File: src/rtl/cp0_regfile_param.sv
// CP0 system-control registers: MFC0 reads are combinational; MTC0/exception/ERET writes land at the next clk edge.
// Always ready, no backpressure; int_req is registered and trails its qualifying state by one cycle.
module cp0_regfile_param #(
  parameter int          COUNT_DIV  = 2,
  parameter int          NUM_HW_INT = 6,
  parameter int          TIMER_IP   = 7,
  parameter logic [31:0] PRID       = 32'h0000_4220
) (
  input  logic                  clk,
  input  logic                  resetn,
  input  logic                  ex_valid,
  input  logic [4:0]            ex_code,
  input  logic                  ex_bd,
  input  logic [31:0]           ex_pc,
  input  logic [31:0]           ex_badvaddr,
  input  logic                  eret,
  input  logic                  cp0_we,
  input  logic [7:0]            cp0_addr,
  input  logic [31:0]           cp0_wdata,
  output logic [31:0]           cp0_rdata,
  input  logic [NUM_HW_INT-1:0] ext_int,
  output logic                  int_req,
  output logic [31:0]           epc,
  output logic                  status_exl
);

  localparam logic [7:0] ADDR_BADVADDR = 8'h40;
  localparam logic [7:0] ADDR_COUNT    = 8'h48;
  localparam logic [7:0] ADDR_COMPARE  = 8'h58;
  localparam logic [7:0] ADDR_STATUS   = 8'h60;
  localparam logic [7:0] ADDR_CAUSE    = 8'h68;
  localparam logic [7:0] ADDR_EPC      = 8'h70;
  localparam logic [7:0] ADDR_PRID     = 8'h78;

  logic [7:0]  status_im;
  logic        status_ie;
  logic        cause_bd;
  logic        cause_ti;
  logic [1:0]  cause_ip_sw;
  logic [5:0]  cause_ip_hw;
  logic [4:0]  cause_exc;
  logic [31:0] badvaddr;
  logic [31:0] count;
  logic [31:0] compare;
  logic [3:0]  presc;

  logic [5:0]  ext_pad;
  logic [7:0]  ti_mask;
  logic [7:0]  cause_ip;
  logic        mtc0;
  logic        wr_count;
  logic        wr_compare;
  logic        tick;
  logic        ti_set;
  logic [31:0] count_inc;
  logic [31:0] status_word;
  logic [31:0] cause_word;

  always_comb begin
    ext_pad = '0;
    ext_pad[NUM_HW_INT-1:0] = ext_int;
  end

  assign ti_mask  = {7'd0, cause_ti} << TIMER_IP;
  assign cause_ip = {cause_ip_hw, cause_ip_sw} | ti_mask;

  // MTC0 is discarded whenever an exception or ERET commits in the same cycle.
  assign mtc0       = cp0_we & ~ex_valid & ~eret;
  assign wr_count   = mtc0 && (cp0_addr == ADDR_COUNT);
  assign wr_compare = mtc0 && (cp0_addr == ADDR_COMPARE);
  assign tick       = (presc == 4'(COUNT_DIV - 1));
  assign count_inc  = count + 32'd1;
  assign ti_set     = wr_count ? (cp0_wdata == compare) : (tick && (count_inc == compare));

  assign status_word = {9'd0, 1'b1, 6'd0, status_im, 6'd0, status_exl, status_ie};
  assign cause_word  = {cause_bd, cause_ti, 14'd0, cause_ip, 1'b0, cause_exc, 2'b00};

  always_comb begin
    cp0_rdata = 32'd0;
    case (cp0_addr)
      ADDR_BADVADDR: cp0_rdata = badvaddr;
      ADDR_COUNT:    cp0_rdata = count;
      ADDR_COMPARE:  cp0_rdata = compare;
      ADDR_STATUS:   cp0_rdata = status_word;
      ADDR_CAUSE:    cp0_rdata = cause_word;
      ADDR_EPC:      cp0_rdata = epc;
      ADDR_PRID:     cp0_rdata = PRID;
      default:       cp0_rdata = 32'd0;
    endcase
  end

  always_ff @(posedge clk) begin
    if (!resetn) begin
      status_im   <= 8'd0;
      status_exl  <= 1'b0;
      status_ie   <= 1'b0;
      cause_bd    <= 1'b0;
      cause_ti    <= 1'b0;
      cause_ip_sw <= 2'd0;
      cause_ip_hw <= 6'd0;
      cause_exc   <= 5'd0;
      epc         <= 32'd0;
      badvaddr    <= 32'd0;
      count       <= 32'd0;
      compare     <= 32'hFFFF_FFFF;
      presc       <= 4'd0;
      int_req     <= 1'b0;
    end else begin
      cause_ip_hw <= ext_pad;
      int_req     <= status_ie & ~status_exl & (|(cause_ip & status_im));

      if (wr_count) begin
        count <= cp0_wdata;
        presc <= 4'd0;
      end else if (tick) begin
        count <= count_inc;
        presc <= 4'd0;
      end else begin
        presc <= presc + 4'd1;
      end

      // Clearing via a Compare write beats a coincident match.
      if (wr_compare) begin
        compare  <= cp0_wdata;
        cause_ti <= 1'b0;
      end else if (ti_set) begin
        cause_ti <= 1'b1;
      end

      if (ex_valid) begin
        status_exl <= 1'b1;
        cause_exc  <= ex_code;
        if (!status_exl) begin
          cause_bd <= ex_bd;
          epc      <= ex_bd ? (ex_pc - 32'd4) : ex_pc;
        end
        if ((ex_code == 5'd4) || (ex_code == 5'd5))
          badvaddr <= ex_badvaddr;
      end else if (eret) begin
        status_exl <= 1'b0;
      end else if (cp0_we) begin
        case (cp0_addr)
          ADDR_STATUS: begin
            status_im  <= cp0_wdata[15:8];
            status_exl <= cp0_wdata[1];
            status_ie  <= cp0_wdata[0];
          end
          ADDR_CAUSE: cause_ip_sw <= cp0_wdata[9:8];
          ADDR_EPC:   epc         <= cp0_wdata;
          default: ;
        endcase
      end
    end
  end

endmodule

File: config.mk
export PLATFORM = sky130hd
export DESIGN_NAME = cp0_regfile_param
export DESIGN_NICKNAME = d
export VERILOG_FILES = /design/src/rtl/cp0_regfile_param.sv
export SDC_FILE = /design/constraint.sdc
export NUM_CORES = 1
export LEC_CHECK = 0
export ABC_AREA = 1
export ABC_CLOCK_PERIOD_IN_PS = 4570
export CORE_MARGIN = 8
export CORE_UTILIZATION = 59
export CTS_BUF_LIST = sky130_fd_sc_hd__clkbuf_4 sky130_fd_sc_hd__clkbuf_8
export DETAILED_ROUTE_END_ITERATION = 16
export PLACE_DENSITY = 0.89
export SLEW_MARGIN = 20
export SYNTH_ARGS = -nofsm -noshare
export SYNTH_HDL_FRONTEND = slang
export SYNTH_SLANG_ARGS = --single-unit
export TNS_END_PERCENT = 50
File: constraint.sdc
create_clock -name clk -period 4.57 [get_ports clk]
set_clock_uncertainty 0.05 [all_clocks]
set_input_delay 0.6855 -clock clk [delete_from_list [all_inputs] [get_ports clk]]
set_output_delay 0.6855 -clock clk [all_outputs]
set_load 0.005 [all_outputs]
Word level (Yosys, flattened, before mapping)
Index checks and enable logic that the tools add are counted.
- $add $sub $neg: 3
- multipliers: 0
- divide/modulo/power cells: 0
- magnitude comparators: 0
- equality and inequality tests: 14
- shift-type cells: 0
- multiplexer cells: 14
- bitwise operators: 10
- reduce and logical (&&, ||, !) cells: 18
- operators with widths (kind ; count):
    two-way mux 32 bit ; 8
    one-hot mux 32 bit (7 select lines) ; 1
    == test 32 bit ; 2
    == test 8 x 7 -> 1 bit (second input constant) ; 7
    adder 32 x 1 -> 32 bit (second input constant) ; 1
    subtractor 32 x 3 -> 32 bit (second input constant) ; 1
    AND reduction 4 bit ; 3
    == test 5 x 3 -> 1 bit (second input constant) ; 2
    bitwise AND 8 bit ; 1
    OR 8 bit ; 1
    OR reduction 8 bit ; 1
    AND reduction 2 bit ; 3
    nonzero test 2 bit ; 3
    nonzero test 3 bit ; 2
    two-way mux 1 bit ; 5
    adder 4 x 1 -> 4 bit (second input constant) ; 1
    bitwise AND 1 bit ; 4
    == test 4 x 1 -> 1 bit (second input constant) ; 1
    inequality test 2 bit (second input constant) ; 2
    inverter 1 bit ; 4
    logical AND 1 bit ; 3
    OR reduction 3 bit ; 1
    OR reduction 2 bit ; 1
    logical OR 1 bit ; 1
- flip-flop bits (word level): 158
- bits in latches: 0
- memory bits (writable): 0
- bits in read-only memories: 0
- output and inout port bits: 66
- memories: 0

Logic depth before layout (Yosys ltp)
- word-level depth: 5
- mapped depth: 15
- gate-level depth less buffers: 15

Least setup slack after synthesis
Ideal clock, no wire load.
- path kind: in2out
- start point: input cp0_addr[1]
- end point: output cp0_rdata[13]
- data arrival time: 1898 ps
- setup slack: 1937 ps
- stages on the path: 9
- path buffers: 2
- cells stage by stage: nor2_1 > nand2_1 > nor2_1 > nand2_1 > inv_1 > clkbuf_1 > clkbuf_1 > nand2_1 > o2111ai_1
- longest elaborated chain between the ends: 2
- RTL lines (what ; RTL line ; source):
    start: declaration ; 18 ; input logic [7:0] cp0_addr,
    == test 8 x 7 -> 1 bit ; 80 ; case (cp0_addr)
    one-hot mux 32 bit (7 select lines) (*) ; 80 ;
    end: declaration ; 20 ; output logic [31:0] cp0_rdata,
Mark *: on every way between the ends. The rest lies on a longest branch, timed or not.

Worst setup path in the final report
- start point: input cp0_addr[1]
- end point: output cp0_rdata[22]
Same word-level chain as after synthesis.

==> impl_metrics.yaml <==
floorplan:
  coreArea_mm2: 0.0164
  fp.dieH_um: 145
  die-area_mm2: 0.0209
  die_w_um: 145
  row_count: 47
  io-pin-count: 187
  floorplan.initialDensity_pct: 59.6
worst_setup_path:
  critPathMaxStageDelay_ps: 720
  cp_top_family: "buffers and inverters"
  endpoint_kind: "output pin"
  reg2regPathDepth: 13
  regToRegSetupSlack_ps: 2070
  cp_slowest_cell: "inv_1"
  crit_arrival_ps: 3360
  r2r_end: "cause_ti"
  cp.buffers_inverters: 3
  cp_max_fo: 22
  path_class: "in2out"
  worst_r2r_startpoint: "count[0]"
  crit_chain: "clkdlybuf4s50_1 -> nor2_1 -> nand2_1 -> nor2_1 -> nand2_1 -> inv_1 -> a21oi_1 -> o2111ai_1 -> clkdlybuf4s50_1"
  cp-start-kind: "input pin"
  cp_data_required_time_ps: 3830
cells_and_area:
  final_cell_mix: "nand2_1, nor2_1, clkdlybuf4s50_1"
  fin_nets: 1841
  final_common_cell: "nand2_1"
  drive_above_1_share_pct: 5.44
  final_util_pct: 74.7
  antenna_cells: 0
  synthToLayoutAreaGrowth_pct: 25.3
clock_network:
  ctsResizeCount: 0
  cts_tree: "yes"
  h-tree-depth: 4
  clock_latency_ps: 470
  clock-root-buffer: "clkbuf_8"
  clk_pin_slew_ps: 100
  holdBufCountCts: 0
  cts_buffers: 17
  cts_setup_buffers: 0
  clockBufferDepth: 2
  clkSinkCount: 158
run_status:
  status: "complete, no violations"
sta:
  fmax_mhz: 244
  fin_crit_sh_pct: 89.6
  finalCriticalPeriod_ps: 4090
  relSlewSlack_pct: 27.8
  rsz0062_at_grt: "no"
  worst_slack_ps: 477
  finalHoldViolations: 0
  setup_violations: 0
  finalSetupTns_ps: 0
  tightest_slew_ps: 1080
  maxSlewViolCount: 0
synth:
  ys_seq_area_share_pct: 32.3
  syn_inst: 1559
  synth.distinct_cells: 42
  synth_ff_type: "dfxtp_1"
  netlist_area_mm2: 0.00978
  async_flop_share_pct: 0
  syn_nets: 1684
  synth_top_area_share_pct: 32.3
  synth_area_leader_cell: "dfxtp_1"
  synthTopCellsByArea: "dfxtp_1, nand2_1, nor2_1, o21ai_0, inv_1"
  synth_area_per_cell_um2: 6.27
  synth_edf_count: 0
  yosys_warnings: 0
  synth_seq_cells: 158
placement:
  port_buffers: 186
  place.gp.congestion: 1.02
  post-place-ws_ps: 597
  dp.final_hpwl_um: 29500
power_and_ir_drop:
  leakage_nw: 5.06
  power_density_mw_per_mm2: 258
  ir_worst_vdd_mv: 0.188
grt:
  grt_pass1_wl_um: 60100
  grt-ovfl-total: 0
  track_usage_pct: 37.5
  antenna_found_initial: 0
  grt_start_max_net_pins: 85
  first_global_vias: 11100
drt:
  wl_per_cell_um: 20.0
  drt_pass1_iterations: 8
  vias: 11800
  via_per_inst: 6.05
  drc: 0
  routed_wl_um: 39000
  drt_iter0_markers: 1369
  ant_nets: 0
run:
  drv_cap: 0
worst_hold_path:
  hold_class: "reg2reg"
  min_to: "presc[0]"
  holdPathStages: 1
  hp-start: "presc[0]"
## report_power, final
part / internal (mW) / total (mW) / switching (mW)
registers: 1.42 / 1.46 / 0.0444
logic: 0.202 / 0.446 / 0.245
clock network: 0.634 / 1.25 / 0.615
total: 2.25 / 3.16 / 0.904
## cells in the mapped netlist (10+ instances only)
cell type	count
nor3_1	19
a221oi_1	21
nand4_1	14
a31oi_1	26
nor2_1	210
dfxtp_1	158
nand2_1	392
inv_1	155
or2_2	11
clkbuf_1	44
nand2_2	10
o2111ai_1	15
a21oi_1	96
o21ai_0	145
nand3_1	110
buf_2	14
xnor2_1	16
xor2_1	25
## stage by stage
| step | hold slack, ps | instances | power, mW | area [um2] |
|---|---|---|---|---|
| 2_1_floorplan | 383 | 1559 | 1.66 | 9780 |
| 3_3_place_gp | 394 | 1917 | 1.92 | 11800 |
| 3_5_place_dp | 405 | 1917 | 1.93 | 11800 |
| 4_1_cts | 428 | 1949 | 3.13 | 12300 |
| 5_1_grt | 442 | 1949 | 3.24 | 12300 |
| 6_report | 433 | 1949 | 3.16 | 12300 |
## worst max-delay path by stage
stage | start | to | slack [ps] | cells after the start
floorplan | cp0_addr[1] | cp0_rdata[13] | 1940 | 9
global placement | cp0_addr[1] | cp0_rdata[26] | 610 | 10
detailed placement | cp0_addr[1] | cp0_rdata[26] | 600 | 10
CTS | cp0_addr[1] | cp0_rdata[26] | 590 | 10
global route | cp0_addr[1] | cp0_rdata[22] | 280 | 9
finish | cp0_addr[1] | cp0_rdata[22] | 480 | 9
## layer usage
metal	global-route usage, %	part of all wire (%)	routed length [um]	vias to the layer above
met3	7.87	10	4080	176
met4	24.1	7.1	2760	0
met2	61.5	46	17900	764
met5	0	0	0	-
li1	-	-	-	5482
met1	43.7	37	14300	5360
## area by class of cell
type,instances,area [um2]
Multi-Input combinational cell,1177,5770
Fill cell,1338,4150
Sequential cell,158,3160
Timing Repair Buffer,199,1970
Inverter,163,612
Tap cell,220,275
Clock buffer,18,248
Clock inverter,14,218
## sequential cells by signal, indices dropped and copies added, names as in the netlist, 2 cells and up
name,cells
badvaddr,32
cause_exc,5
status_im,8
compare,32
cause_ip_sw,2
cause_ip_hw,6
presc,4
count,32
epc,32
## worst register-to-register path, cell delays in order (launching register included)
cell	delay [ps]
dfxtp_1	430
ha_1	240
nand3_1	210
nor2_1	440
nand3_1	200
nand2_1	130
nand3_1	80
nand2_1	90
nand2_1	50
nor2_1	110
nand2_1	60
nor2_1	110
nand3_1	110
a21oi_2	120
## cell families after synthesis
| kind of cell | after synthesis | share of synthesized area [%] |
|---|---|---|
| fa+ha+maj | 4 | 0.512 |
| buf+inv | 224 | 8.78 |
| compound gates | 337 | 19.8 |
| flops | 158 | 32.3 |
| simple gates | 792 | 34.2 |
| xor+xnor | 44 | 4.36 |
(Power assumes the default switching activity.)
